--- config.mk ---
export PLATFORM = sky130hd
export DESIGN_NAME = mult_div_unit_flat
export DESIGN_NICKNAME = d
export VERILOG_FILES = /design/src/rtl/mult_div_unit_if.sv /design/src/rtl/mult_div_unit.sv /design/src/flat_wrapper.sv
export SDC_FILE = /design/constraint.sdc
export NUM_CORES = 1
export LEC_CHECK = 0
export ABC_AREA = 0
export BUFFER_PORTS_ARGS = -buffer_cell sky130_fd_sc_hd__buf_2
export CAP_MARGIN = 20
export CELL_PAD_IN_SITES_DETAIL_PLACEMENT = 2
export CELL_PAD_IN_SITES_GLOBAL_PLACEMENT = 2
export CORE_ASPECT_RATIO = 1.1
export CORE_UTILIZATION = 35
export CTS_CLUSTER_SIZE = 40
export DETAILED_ROUTE_END_ITERATION = 7
export PLACE_DENSITY = 0.8
export SETUP_SLACK_MARGIN = 0.5
export SYNTH_ARGS = -nofsm -noshare
export SYNTH_HDL_FRONTEND = slang
export SYNTH_SLANG_ARGS = --single-unit
--- constraint.sdc ---
create_clock -name clk -period 5.5 [get_ports clk]
set_input_delay 0.55 -clock clk [delete_from_list [all_inputs] [get_ports clk]]
set_output_delay 0.55 -clock clk [all_outputs]
set_load 0.05 [all_outputs]
--- src/rtl/mult_div_unit_if.sv ---
// Handshake and result bundle between the control FSM and mult_div_unit.
// The control side uses the master modport; the unit itself uses slave.
interface mult_div_unit_if #(
  parameter int WIDTH = 32
);
  logic             start;
  logic             op;
  logic [WIDTH-1:0] a;
  logic [WIDTH-1:0] b;
  logic             busy;
  logic             done;
  logic             div_zero;
  logic [WIDTH-1:0] hi;
  logic [WIDTH-1:0] lo;

  modport master (
    output start, op, a, b,
    input  busy, done, div_zero, hi, lo
  );

  modport slave (
    input  start, op, a, b,
    output busy, done, div_zero, hi, lo
  );
endinterface

--- src/rtl/mult_div_unit.sv ---
// Sequential signed multiply / restoring divide, one bit per cycle, on operand
// magnitudes with sign correction applied when the result is written to hi/lo.
module mult_div_unit #(
  parameter int WIDTH = 32
) (
  input  logic            clk,
  input  logic            reset,
  mult_div_unit_if.slave  bus
);

  localparam int CW = $clog2(WIDTH) + 1;

  typedef enum logic [1:0] {
    IDLE = 2'd0,
    MULT = 2'd1,
    DIV  = 2'd2,
    DONE = 2'd3
  } state_t;

  state_t               state_r;
  logic [CW-1:0]        cnt_r;
  logic [WIDTH-1:0]     mcand_r;     // multiplicand or divisor magnitude
  logic [2*WIDTH-1:0]   acc_r;       // mult: {partial, multiplier}; div: {remainder, dividend/quotient}
  logic                 neg_r;       // product / quotient is negative
  logic                 neg_rem_r;   // remainder takes the dividend's sign
  logic                 dz_r;
  logic                 busy_r;
  logic                 done_r;
  logic                 div_zero_r;
  logic [WIDTH-1:0]     hi_r;
  logic [WIDTH-1:0]     lo_r;

  logic [WIDTH:0]       sum_s;
  logic [WIDTH-1:0]     rem_sh_s;
  logic [WIDTH:0]       diff_s;
  logic [2*WIDTH-1:0]   acc_nxt_s;
  logic [2*WIDTH-1:0]   prod_s;
  logic [WIDTH-1:0]     quo_s;
  logic [WIDTH-1:0]     rem_s;

  function automatic logic [WIDTH-1:0] mag(input logic [WIDTH-1:0] v);
    return v[WIDTH-1] ? (-v) : v;
  endfunction

  // One shift-add or restoring-subtract step on the shared accumulator
  always_comb begin
    acc_nxt_s = acc_r;
    sum_s     = {1'b0, acc_r[2*WIDTH-1:WIDTH]} +
                (acc_r[0] ? {1'b0, mcand_r} : {(WIDTH+1){1'b0}});
    rem_sh_s  = {acc_r[2*WIDTH-2:WIDTH], acc_r[WIDTH-1]};
    diff_s    = {1'b0, rem_sh_s} - {1'b0, mcand_r};
    case (state_r)
      MULT: acc_nxt_s = {sum_s, acc_r[WIDTH-1:1]};
      DIV: begin
        if (!diff_s[WIDTH]) begin
          acc_nxt_s = {diff_s[WIDTH-1:0], acc_r[WIDTH-2:0], 1'b1};
        end else begin
          acc_nxt_s = {rem_sh_s, acc_r[WIDTH-2:0], 1'b0};
        end
      end
      default: acc_nxt_s = acc_r;
    endcase
  end

  // Sign-corrected results taken from the final step's accumulator
  always_comb begin
    prod_s = neg_r ? (-acc_nxt_s) : acc_nxt_s;
    quo_s  = neg_r ? (-acc_nxt_s[WIDTH-1:0]) : acc_nxt_s[WIDTH-1:0];
    rem_s  = neg_rem_r ? (-acc_nxt_s[2*WIDTH-1:WIDTH]) : acc_nxt_s[2*WIDTH-1:WIDTH];
  end

  // Control FSM, datapath registers and registered status outputs
  always_ff @(posedge clk) begin
    if (reset) begin
      state_r    <= IDLE;
      cnt_r      <= {CW{1'b0}};
      mcand_r    <= {WIDTH{1'b0}};
      acc_r      <= {(2*WIDTH){1'b0}};
      neg_r      <= 1'b0;
      neg_rem_r  <= 1'b0;
      dz_r       <= 1'b0;
      busy_r     <= 1'b0;
      done_r     <= 1'b0;
      div_zero_r <= 1'b0;
      hi_r       <= {WIDTH{1'b0}};
      lo_r       <= {WIDTH{1'b0}};
    end else begin
      busy_r     <= (state_r == MULT) || (state_r == DIV);
      done_r     <= (state_r == DONE);
      div_zero_r <= (state_r == DONE) && dz_r;
      case (state_r)
        IDLE: begin
          if (bus.start) begin
            cnt_r     <= {CW{1'b0}};
            neg_r     <= bus.a[WIDTH-1] ^ bus.b[WIDTH-1];
            neg_rem_r <= bus.a[WIDTH-1];
            if (!bus.op) begin
              mcand_r <= mag(bus.a);
              acc_r   <= {{WIDTH{1'b0}}, mag(bus.b)};
              dz_r    <= 1'b0;
              state_r <= MULT;
            end else if (bus.b == {WIDTH{1'b0}}) begin
              dz_r    <= 1'b1;
              state_r <= DONE;
            end else begin
              mcand_r <= mag(bus.b);
              acc_r   <= {{WIDTH{1'b0}}, mag(bus.a)};
              dz_r    <= 1'b0;
              state_r <= DIV;
            end
          end else begin
            state_r <= IDLE;
          end
        end
        MULT, DIV: begin
          acc_r <= acc_nxt_s;
          cnt_r <= cnt_r + CW'(1);
          if (cnt_r == CW'(WIDTH - 1)) begin
            state_r <= DONE;
            if (state_r == MULT) begin
              hi_r <= prod_s[2*WIDTH-1:WIDTH];
              lo_r <= prod_s[WIDTH-1:0];
            end else begin
              hi_r <= rem_s;
              lo_r <= quo_s;
            end
          end else begin
            state_r <= state_r;
          end
        end
        DONE: begin
          dz_r    <= 1'b0;
          state_r <= IDLE;
        end
        default: state_r <= IDLE;
      endcase
    end
  end

  assign bus.busy     = busy_r;
  assign bus.done     = done_r;
  assign bus.div_zero = div_zero_r;
  assign bus.hi       = hi_r;
  assign bus.lo       = lo_r;

endmodule

--- src/flat_wrapper.sv ---
// flat-port wrapper written by rule: the top's interface ports become plain ports
module mult_div_unit_flat 
#(
  parameter int WIDTH = 32
)
  (clk, reset, bus_start, bus_op, bus_a, bus_b, bus_busy, bus_done, bus_div_zero, bus_hi, bus_lo);
  mult_div_unit_if #(.WIDTH(WIDTH)) bus_i ();
  input  logic clk;
  input  logic reset;
  input wire logic [$bits(bus_i.start)-1:0] bus_start;
  input wire logic [$bits(bus_i.op)-1:0] bus_op;
  input wire logic [$bits(bus_i.a)-1:0] bus_a;
  input wire logic [$bits(bus_i.b)-1:0] bus_b;
  output wire logic [$bits(bus_i.busy)-1:0] bus_busy;
  output wire logic [$bits(bus_i.done)-1:0] bus_done;
  output wire logic [$bits(bus_i.div_zero)-1:0] bus_div_zero;
  output wire logic [$bits(bus_i.hi)-1:0] bus_hi;
  output wire logic [$bits(bus_i.lo)-1:0] bus_lo;
  assign bus_i.start = bus_start;
  assign bus_i.op = bus_op;
  assign bus_i.a = bus_a;
  assign bus_i.b = bus_b;
  assign bus_busy = bus_i.busy;
  assign bus_done = bus_i.done;
  assign bus_div_zero = bus_i.div_zero;
  assign bus_hi = bus_i.hi;
  assign bus_lo = bus_i.lo;
  mult_div_unit #(.WIDTH(WIDTH)) u_core (.clk(clk), .reset(reset), .bus(bus_i));
endmodule
==> Yosys cells after proc, flatten, opt, wreduce, memory -nomap -nowiden <==
Cells that the tools add are included.
{ "word_totals": {"regBits": 174, "out_inout_bits": 67, "wordCells": 69} }
{ "classes": {"add_sub_neg": 8, "eq_ne": 8, "n_mux": 27, "bitwise": 1, "n_reduce_logical": 13} }
{ "ops": {"columns": ["operator", "n"], "rows": [
  ["two-way mux 64 bit", 5],
  ["two-way mux 32 bit", 9],
  ["one-hot mux 64 bit (2 select lines)", 2],
  ["negator 32 bit", 4],
  ["negator 64 bit", 1],
  ["adder 32 x 33 -> 33 bit", 1],
  ["subtractor 32 x 32 -> 33 bit", 1],
  ["logical NOT 32 bit", 1],
  ["one-hot mux 6 bit (2 select lines)", 1],
  ["AND reduction 2 bit", 4],
  ["adder 6 x 1 -> 6 bit, second input constant", 1],
  ["equality test 6 x 5 -> 1 bit, second input constant", 1],
  ["two-way mux 2 bit", 3],
  ["two-way mux 6 bit", 1],
  ["one-hot mux 2 bit (3 select lines)", 1],
  ["AND reduction 3 bit", 2],
  ["equality test 2 bit, second input constant", 2],
  ["two-way mux 1 bit", 4],
  ["!= test 2 bit, second input constant", 2],
  ["nonzero test 2 bit", 2],
  ["!= test 3 bit, second input constant", 1],
  ["equality test 2 x 1 -> 1 bit, second input constant", 1],
  ["logical NOT 2 bit", 1],
  ["!= test 2 x 1 -> 1 bit, second input constant", 1],
  ["5 further kinds", 5]
]} }

==> Depth between registers and ports, before layout <==
Gate-level depths: netlist (run 1).
{ "logic_depth": {"ltp_word": 6, "mapped_depth": 24} }

==> Least setup slack after synthesis (run 1) <==
Ideal clock, no wire load.
{ "synth_path": {"path_type": "register to register", "from": "register u_core.state_r[0]", "to": "register u_core.hi_r[30], in the netlist u_core.bus.hi[30]", "setup_ns": 0.079, "arrival_time_ns": 4.731, "slack_ns": 0.690, "stages_incl_launch_ff": 21, "n_path_buf": 7, "period_less_slack_ns": 4.810, "cell_sequence": "dfxtp_1 inv_1 ha_1 buf_2 buf_1 clkbuf_1 clkbuf_1 buf_1 clkbuf_1 clkbuf_1 nand2_1 o21ai_0 ha_1 nand2_1 nor2_1 nand2_1 o31a_1 o21ai_0 nand4_1 or4_1 o211ai_1"} }
{ "synth_via": {"elab_chain_len": 5, "elab_cells_between_ends": 10} }
{ "synth_rtl": {"columns": ["item", "line_no", "source"], "rows": [
  ["start, declared", "mult_div_unit.sv:20", "state_t state_r;"],
  ["start signal, assigned", "mult_div_unit.sv:128", "state_r <= state_r;"],
  ["equality test 2 bit / equality test 2 x 1 -> 1 bit (equally long branches)", "mult_div_unit.sv:52, mult_div_unit.sv:91, mult_div_unit.sv:120", null],
  ["one-hot mux 64 bit (2 select lines)", "mult_div_unit.sv:52", "case (state_r)"],
  ["negator 64 bit / negator 32 bit (equally long branches)", "mult_div_unit.sv:67, mult_div_unit.sv:69", null],
  ["two-way mux 64 bit / two-way mux 32 bit (equally long branches)", "mult_div_unit.sv:67, mult_div_unit.sv:69", null],
  ["two-way mux 32 bit", "mult_div_unit.sv:120", "if (state_r == MULT) begin"],
  ["end signal, assigned", "mult_div_unit.sv:85", "hi_r <= {WIDTH{1'b0}};"],
  ["end signal, assigned", "mult_div_unit.sv:121", "hi_r <= prod_s[2*WIDTH-1:WIDTH];"],
  ["end signal, assigned", "mult_div_unit.sv:124", "hi_r <= rem_s;"],
  ["end, declared", "mult_div_unit.sv:30", "logic [WIDTH-1:0] hi_r;"]
]} }
Several ways; a longest one is shown, not always the timed one.
A chain may end at the register's enable or synchronous reset.

==> Final worst setup path (run 1) <==
{ "layout_path": {"from": "register u_core.acc_r[0]", "to": "register u_core.hi_r[30], in the netlist u_core.bus.hi[30]"} }
{ "layout_via": {"elab_chain_len": 6, "elab_cells_between_ends": 9} }
{ "layout_rtl": {"columns": ["item", "line_no", "source"], "rows": [
  ["start, declared", "mult_div_unit.sv:23", "logic [2*WIDTH-1:0] acc_r;"],
  ["start signal, assigned", "mult_div_unit.sv:78", "acc_r <= {(2*WIDTH){1'b0}};"],
  ["start signal, assigned", "mult_div_unit.sv:99", "acc_r <= {{WIDTH{1'b0}}, mag(bus.b)};"],
  ["start signal, assigned", "mult_div_unit.sv:107", "acc_r <= {{WIDTH{1'b0}}, mag(bus.a)};"],
  ["two-way mux 32 bit", "mult_div_unit.sv:49", "(acc_r[0] ? {1'b0, mcand_r} : {(WIDTH+1){1'b0}});"],
  ["adder 32 x 33 -> 33 bit", "mult_div_unit.sv:48", "sum_s = {1'b0, acc_r[2*WIDTH-1:WIDTH]} +"],
  ["one-hot mux 64 bit (2 select lines) (*)", "mult_div_unit.sv:52", null],
  ["negator 64 bit / negator 32 bit (equally long branches)", "mult_div_unit.sv:67, mult_div_unit.sv:69", null],
  ["two-way mux 64 bit / two-way mux 32 bit (equally long branches)", "mult_div_unit.sv:67, mult_div_unit.sv:69", null],
  ["two-way mux 32 bit (*)", "mult_div_unit.sv:120", null]
]} }
Every way passes the cells marked *; elsewhere a longest branch is shown, timed or not.

==> reports/summary.log, run 1 <==
qor: drt.wire_per_inst 26.5 um
qor: global_routing.grt_pass1_wl 116 mm
qor: logic_synthesis.synth_compound_area_share 31.2%
qor: worst_setup_path.crit_path_start u_core.acc_r[0]
qor: floorplan.core_area 0.0448 sq mm
qor: global_routing.grt_use_total 33.1%
qor: drt.vias 18200
qor: pwr.switching_power 5.63 mW
qor: logic_synthesis.async_reset_ff_share 0%
qor: global_routing.overflow 0
qor: placement.hpwlAfterDp 60.3 mm
qor: floorplan.initial_utilization 35.8%
qor: floorplan.die-area 0.0467 sq mm
qor: drt.postRouteAntennaNets 0
qor: sta.setup_repair_after_global_routing_missed_its_margin true
qor: floorplan.die_height 227 um
qor: worst_setup_path.crit_type reg2reg
qor: global_routing.antenna_violations_before_repair 1
qor: logic_synthesis.synth_top_family_by_area compound AO/OA/AOI/OAI gates
qor: floorplan.ios 135
qor: clocking.clk_pin_slew_worst_paths 0.08 ns
qor: worst_setup_path.rr_worst_depth 17
qor: worst_setup_path.r2r_setup_slack 0.54 ns
qor: drt.drc_violation_count_after_routing 0
qor: pwr.static-leakage-power 7.12 nW
qor: clocking.count_of_clock_tree_sinks 174
qor: drt.initialDrtViolationCount 1081
qor: worst_setup_path.timing.critical_path.from_type flop
qor: sta.timing.final.crit_share 90.2%
qor: logic_synthesis.mappedNetlistArea 0.0160 sq mm
qor: sta.timing.final.crit_period 4.96 ns
qor: worst_setup_path.critPathMaxFanout 6
qor: worst_setup_path.series_of_cell_instances_along_the_critical_path and2_1 > ha_1 > inv_1 > fa_1 > nor2b_1 > o2111a_1 > o21ai_1 > a2111oi_0 > buf_4 > o21ai_0 > mux2i_1 > a221oi_2 > nand2_1 > a2111oi_4 > nand4b_1 > or4_1 > o211ai_1
qor: finish.layout-drive-gt1-share 14.0%
qor: worst_setup_path.cell_at_the_slowest_stage_of_the_critical_path sky130_fd_sc_hd__a2111oi_0
qor: sta.hold_violations_final 0
qor: placement.finalWeightedCongestion 0.979
qor: logic_synthesis.yosys-mux-area-fraction 2.64%
qor: sta.slew_violations 0
qor: logic_synthesis.adder_cell_share_of_the_synthesized_area 6.02%
qor: drt.finalWirelength 77.4 mm
qor: floorplan.fp-row-count 81
qor: clocking.cts_tree built
qor: clocking.clk_root_buffer_cell sky130_fd_sc_hd__clkbuf_16
qor: worst_setup_path.cp-end-kind flop
qor: logic_synthesis.synth_fp_nets 2385
qor: worst_hold_path.holdCritPathClass in2reg
qor: drt.length_of_the_first_detailed_routing_pass_in_iterations 5
qor: sta.fmax 0.202 GHz
qor: logic_synthesis.seq_area_frac_synth 21.7%
qor: logic_synthesis.post_synth_and_or_nand_nor_area_fraction 24.9%
qor: clocking.insertion_delay 0.50 ns
qor: pwr.power_density 550 mW/mm^2
qor: logic_synthesis.count_of_cell_types_in_the_netlist 93
qor: logic_synthesis.yosys_register_bits 174
qor: sta.max-slew-margin-rel 27.0%
qor: finish.nets 2476
qor: logic_synthesis.number_of_enable_flip_flop_cells_after_synthesis 0
qor: logic_synthesis.synth-xor-area-share 8.24%
qor: worst_setup_path.critical_path_arrival 5.37 ns
qor: worst_setup_path.cp_data_required_time 5.91 ns
qor: sta.skew 0.0121 ns
qor: pwr.comb_power_share 70.1%
qor: logic_synthesis.synthDominantCellAreaShare 21.7%
qor: finish.antenna_cells 0
qor: worst_setup_path.critical_path.reg2reg.endpoint u_core.bus.hi[30]
qor: finish.syn_to_final_growth 13.7%
qor: logic_synthesis.synth.avg_cell_area 7.16 sq um
qor: pwr.max-vdd-ir-drop 0.320 mV
qor: logic_synthesis.synth_top_cell_by_area sky130_fd_sc_hd__dfxtp_1
qor: logic_synthesis.ys_warn_count 0
qor: pwr.share_seq_of_total_power 16.6%
qor: outcome.outcome completed
qor: clocking.cts-hold-fix-buffers 0
qor: clocking.cts.path.max_buffers 2
qor: logic_synthesis.yosys-top-cells-area sky130_fd_sc_hd__dfxtp_1 22%, sky130_fd_sc_hd__a21oi_1 6.5%, sky130_fd_sc_hd__nand2_1 6.2%, sky130_fd_sc_hd__nor2_1 6.1%, sky130_fd_sc_hd__ha_1 5.8%
qor: worst_setup_path.reg2reg_from u_core.acc_r[0]
qor: pwr.p_int 4.42 mW
qor: worst_setup_path.cpPeakStageDelay 0.60 ns
qor: worst_setup_path.endpoint u_core.bus.hi[30]
qor: logic_synthesis.synthesis.instances 2241
qor: clocking.tritoncts.num_buffers 17
qor: finish.stdcell_area 0.0183 sq mm
qor: sta.final.setup.tns 0 ns
qor: sta.finalSetupViolations 0
qor: pwr.p_clk_share 13.3%
qor: drt.vias_per_cell 6.22
qor: floorplan.fp.dieW 206 um
qor: placement.post_dp_cell_area 0.0175 sq mm
qor: global_routing.grt_pass1_vias 19300
qor: placement.numPortBuffers 134
qor: pwr.p_sw_share 56.0%
qor: clocking.cts-htree-levels 4
qor: job.maxCapViolations 0
qor: sta.worst-slew-pin-transition 1.09 ns
qor: logic_synthesis.postSynth.topFlopCell sky130_fd_sc_hd__dfxtp_1
qor: global_routing.grt_max_degree 105
## state kept, by name, summed over array words and instances, names as in the netlist
register	count
u_core.cnt_r	6
u_core.bus.hi	32
u_core.mcand_r	32
u_core.bus.div_zero	1
u_core.bus.busy	1
u_core.bus.done	1
u_core.acc_r	64
u_core.neg_rem_r	1
u_core.state_r	2
u_core.neg_r	1
u_core.bus.lo	32
u_core.dz_r	1
## cell usage after synthesis (34+ instances only)
library cell / n
sky130_fd_sc_hd__o21ai_0: 127
sky130_fd_sc_hd__dfxtp_1: 174
sky130_fd_sc_hd__nor3_1: 40
sky130_fd_sc_hd__nor2_1: 260
sky130_fd_sc_hd__clkbuf_1: 117
sky130_fd_sc_hd__nand3_1: 51
sky130_fd_sc_hd__a22oi_1: 41
sky130_fd_sc_hd__xnor2_1: 87
sky130_fd_sc_hd__a211oi_1: 73
sky130_fd_sc_hd__nand2_1: 265
sky130_fd_sc_hd__and2_1: 43
sky130_fd_sc_hd__nand4_1: 34
sky130_fd_sc_hd__ha_1: 74
sky130_fd_sc_hd__inv_1: 67
sky130_fd_sc_hd__o211ai_1: 47
sky130_fd_sc_hd__xor2_1: 64
sky130_fd_sc_hd__o31ai_1: 35
sky130_fd_sc_hd__a21oi_1: 208
## layer usage
metal  share of wire (%)  global-route usage (%)  routed length (um)  up-vias
li1                    -                       -                   -     8355
met1                  40                    37.7               31200     9101
met2                  49                    57.8               38100      526
met3                 3.8                    3.98                2960      215
met4                 6.6                    21.5                5140        0
met5                   0                       0                   0        -
## through the flow
| stage | utilization (%) | setup slack [ns] | instances | hold WS (ns) | power [mW] |
|---|---|---|---|---|---|
| 3_5_place_dp | 39.0 | 0.248 | 2886 | 0.450 | 8.36 |
| 6_report | 40.7 | 0.540 | 2926 | 0.452 | 10.0 |
| 5_1_grt | 40.7 | 0.277 | 2926 | 0.462 | 10.6 |
| 3_3_place_gp | 39.0 | 0.416 | 2886 | 0.448 | 8.10 |
| 4_1_cts | 40.5 | 0.506 | 2920 | 0.413 | 9.80 |
| 2_1_floorplan | - | 0.690 | 2241 | 0.423 | 6.09 |
## layout make-up
type                    instances  area [sq um]
clock buffers                  19           443
clock inverters                13           171
fillers                      5293         26500
inverters                      69           259
multi-input cells            1854         11900
flip-flops and latches        174          3480
well taps                     581           727
repair buffers                216          1310
## layout by cell type (no fill, tap or decap), drive strengths merged, types with 28 or more instances in the layout
master	Yosys	layout
a211oi	76	76
a21oi	211	211
buf	27	216
xor2	64	64
nor3	43	43
nand4	36	36
and2	43	43
ha	74	74
nand3	52	52
inv	67	73
o31ai	35	35
dfxtp	174	174
xnor2	87	87
o21ai	132	132
or3	28	28
mux2i	33	33
a22oi	41	41
a21o	33	33
nor2	263	263
o211ai	47	47
nand2	266	266
## repair_timing
action / in CTS / in global routing
endpoints found under the setup margin: 13 / 18
buffers inserted: 2 / 6
pin swaps: 1 / 7
gates resized for setup: 9 / 16
## worst max-delay path, delay by kind of cell, from the launching register on
kind	cells	cell delay (ns)
and+or+nand+nor	5	1.26
buffers and inverters	2	0.32
DFF	1	0.45
adders and majority gates	2	0.58
muxes	1	0.21
AOI/OAI and AO/OA	7	2.06
## power by group through the flow
stage                     Combinational (mW)  Clock [mW]  Sequential (mW)
final                                   7.04        1.33             1.67
after global routing                    7.51        1.40             1.68
after CTS                               6.78        1.36             1.66
after detailed placement                6.67           0             1.69
after global placement                  6.43           0             1.67
after floorplan                         4.48           0             1.61
## logic make-up (layout without fill, tap and decap cells)
logic type	count (synthesis)	in the layout
AND/OR/NAND/NOR	844	844
AO/OA/AOI/OAI	742	742
buffers and inverters	213	317
flip-flops	174	174
XOR/XNOR	151	151
adder cells (fa/ha/maj)	76	76
multiplexers	41	41
## worst min path at each step
stage	from	endpoint	slack [ns]	cells after the start
2_1_floorplan	u_core.dz_r	u_core.bus.div_zero	0.42	1
3_3_place_gp	u_core.bus.lo[13]	u_core.bus.lo[13]	0.45	2
3_5_place_dp	u_core.bus.hi[3]	u_core.bus.hi[3]	0.45	2
4_1_cts	bus_start	u_core.neg_rem_r	0.41	3
5_1_grt	bus_start	u_core.state_r[0]	0.46	3
6_report	bus_start	u_core.neg_rem_r	0.45	3
Note: power is estimated with default switching activity, not from simulation.
==> run 2: changes to the inputs <==
Settings changed: BUFFER_PORTS_ARGS -buffer_cell sky130_fd_sc_hd__buf_2 to unset, CORE_UTILIZATION 35 to 38, DONT_BUFFER_PORTS set to 1, PLACE_DENSITY 0.8 to 0.81.
==> reports/summary.log, run 2 (synthesis gave the netlist of run 1 again) <==
qor: outcome.outcome completed
qor: global_routing.overflow 0
qor: worst_setup_path.crit_path_depth 18
qor: worst_setup_path.critical_path_arrival 5.22 ns
qor: drt.vias 17800
qor: global_routing.grt_pass1_vias 18800
qor: sta.finalSetupViolations 0
qor: sta.timing.final.crit_share 87.9%
qor: clocking.cts_tree built
qor: floorplan.core_area 0.0415 sq mm
qor: worst_setup_path.series_of_cell_instances_along_the_critical_path buf_8 > and2_1 > ha_1 > inv_1 > fa_1 > nor2b_1 > o2111a_1 > o21ai_2 > a2111oi_4 > buf_4 > o21ai_1 > mux2i_1 > a221oi_2 > nand2_1 > a2111oi_4 > nand4b_1 > or4_1 > o211ai_1
qor: floorplan.ios 135
qor: global_routing.grt_pass1_wl 115 mm
qor: global_routing.grt_max_degree 171
qor: floorplan.initial_utilization 38.7%
qor: worst_setup_path.cpPeakStageDelay 0.51 ns
qor: sta.timing.final.crit_period 4.84 ns
qor: clocking.insertion_delay 0.49 ns
qor: global_routing.grt_use_total 35.5%
qor: sta.setup_repair_after_global_routing_missed_its_margin false
qor: pwr.max-vdd-ir-drop 0.401 mV
qor: finish.antenna_cells 0
qor: worst_hold_path.holdCritPathClass in2reg
qor: global_routing.grt.busiest_layer met2
qor: worst_setup_path.crit_path_start u_core.acc_r[0]
qor: sta.worst-slew-pin-transition 1.07 ns
qor: clocking.tritoncts.num_buffers 17
qor: sta.hold_violations_final 0
qor: floorplan.die_height 218 um
qor: sta.hold_ws 0.136 ns
qor: clocking.count_of_clock_tree_sinks 174
qor: finish.final_common_cell sky130_fd_sc_hd__nand2_1
qor: worst_setup_path.cp-end-kind flop
qor: global_routing.globalRouteMet2Util 63.1%
qor: worst_setup_path.timing.critical_path.from_type flop
qor: worst_setup_path.r2r_setup_slack 0.66 ns
qor: worst_setup_path.reg2reg_from u_core.acc_r[0]
qor: worst_setup_path.buffers_and_inverters_on_the_worst_path 3
qor: worst_setup_path.crit_type reg2reg
qor: floorplan.fp-row-count 78
qor: drt.initialDrtViolationCount 1238
qor: drt.drc_violation_count_after_routing 0
qor: finish.layout-drive-gt1-share 9.30%
qor: placement.finalWeightedCongestion 0.961
qor: finish.stdcell_area 0.0177 sq mm
qor: clocking.cts.path.max_buffers 2
qor: global_routing.globalRouteMet3Util 5.68%
qor: worst_setup_path.critical_path.reg2reg.endpoint u_core.bus.hi[30]
qor: worst_setup_path.critical-path-top-delay-family compound AO/OA/AOI/OAI gates
qor: worst_setup_path.endpoint u_core.bus.hi[30]
qor: clocking.cts-htree-levels 4
qor: worst_setup_path.cp_data_required_time 5.89 ns
qor: finish.most-common-layout-cells 265 x sky130_fd_sc_hd__nand2_1, 257 x sky130_fd_sc_hd__nor2_1, 206 x sky130_fd_sc_hd__a21oi_1, 173 x sky130_fd_sc_hd__dfxtp_1, 122 x sky130_fd_sc_hd__o21ai_0
qor: placement.hpwlAfterDp 58.3 mm
qor: pwr.static-leakage-power 6.52 nW
qor: worst_setup_path.critPathMostFrequentCell sky130_fd_sc_hd__a2111oi_4
qor: sta.slew_violations 0
qor: floorplan.die-area 0.0431 sq mm
qor: finish.largest_register u_core.acc_r
qor: sta.fmax 0.207 GHz
qor: placement.numPortBuffers 0
qor: drt.postRouteAntennaNets 0
qor: pwr.power_density 583 mW/mm^2
qor: floorplan.fp.dieW 198 um
qor: drt.wire_per_inst 28.1 um
qor: finish.nets 2345
qor: finish.largest_register_ffs 64
qor: job.maxCapViolations 0
qor: sta.max-slew-margin-rel 28.7%
qor: clocking.clk_root_buffer_cell sky130_fd_sc_hd__clkbuf_16
qor: worst_setup_path.cell_at_the_slowest_stage_of_the_critical_path sky130_fd_sc_hd__or4_1
qor: placement.post_dp_cell_area 0.0167 sq mm
qor: sta.final.setup.tns 0 ns
qor: worst_setup_path.critPathMaxFanout 26
qor: drt.vias_per_cell 6.40
qor: clocking.clk_pin_slew_worst_paths 0.09 ns
qor: finish.utilization_after_layout 42.6%
qor: global_routing.global_route.usage.met1 39.7%
qor: finish.syn_to_final_growth 10.2%
qor: drt.length_of_the_first_detailed_routing_pass_in_iterations 5
qor: drt.finalWirelength 77.9 mm
qor: worst_setup_path.rr_worst_depth 18
qor: global_routing.antenna_violations_before_repair 2
qor: sta.skew 0.0232 ns
run 2: cell types whose count changed in the layout (fill, tap and decap cells not counted), sizes merged:
cell | before | now
clkbuf | 19 | 17
inv | 73 | 72
buf | 216 | 85
bufinv | 2 | 3
clkinv | 5 | 7
run 2: metal layers:
layer	part of all wire, %	vias to the layer above
li1	-	8086
met4	6.3	0
met1	40	8982
met3	4.1	203
met5	0	-
met2	50	481
run 2: cell type report:
type | instances | area, sq um
Tap cell | 560 | 701
Multi-Input combinational cell | 1854 | 11900
Timing Repair Buffer | 85 | 691
Fill cell | 4883 | 23800
Clock inverter | 15 | 223
Sequential cell | 174 | 3480
Clock buffer | 17 | 425
Inverter | 69 | 259
run 2: per-stage QoR:
step,cells,worst slack (ns),total power [mW]
floorplan,2241,0.690,6.09
global route,2774,0.417,10.8
global placement,2725,0.172,8.06
CTS,2761,0.469,9.85
detailed placement,2725,0.0525,8.28
finish,2774,0.663,10.3
run 2: what timing repair did:
action	4_1_cts	5_1_grt
hold buffers	0	0
pin swaps	4	12
endpoints found under the setup margin	15	22
resized for setup	7	30
buffers inserted	4	13
run 2: report_power, final:
part	switching (mW)	internal, mW
logic	4.88	2.33
clock network	0.660	0.740
registers	0.237	1.45
run 2: worst min-delay path by stage:
| stage | start | to | slack, ns | cells past startpoint |
|---|---|---|---|---|
| final | reset | u_core.bus.hi[2] | 0.14 | 1 |
| after global routing | reset | u_core.bus.lo[2] | 0.13 | 1 |
| after CTS | reset | u_core.bus.hi[4] | 0.13 | 1 |
| after detailed placement | u_core.cnt_r[1] | u_core.cnt_r[1] | 0.47 | 2 |
| after global placement | u_core.mcand_r[17] | u_core.mcand_r[17] | 0.45 | 2 |
| after floorplan | u_core.dz_r | u_core.bus.div_zero | 0.42 | 1 |
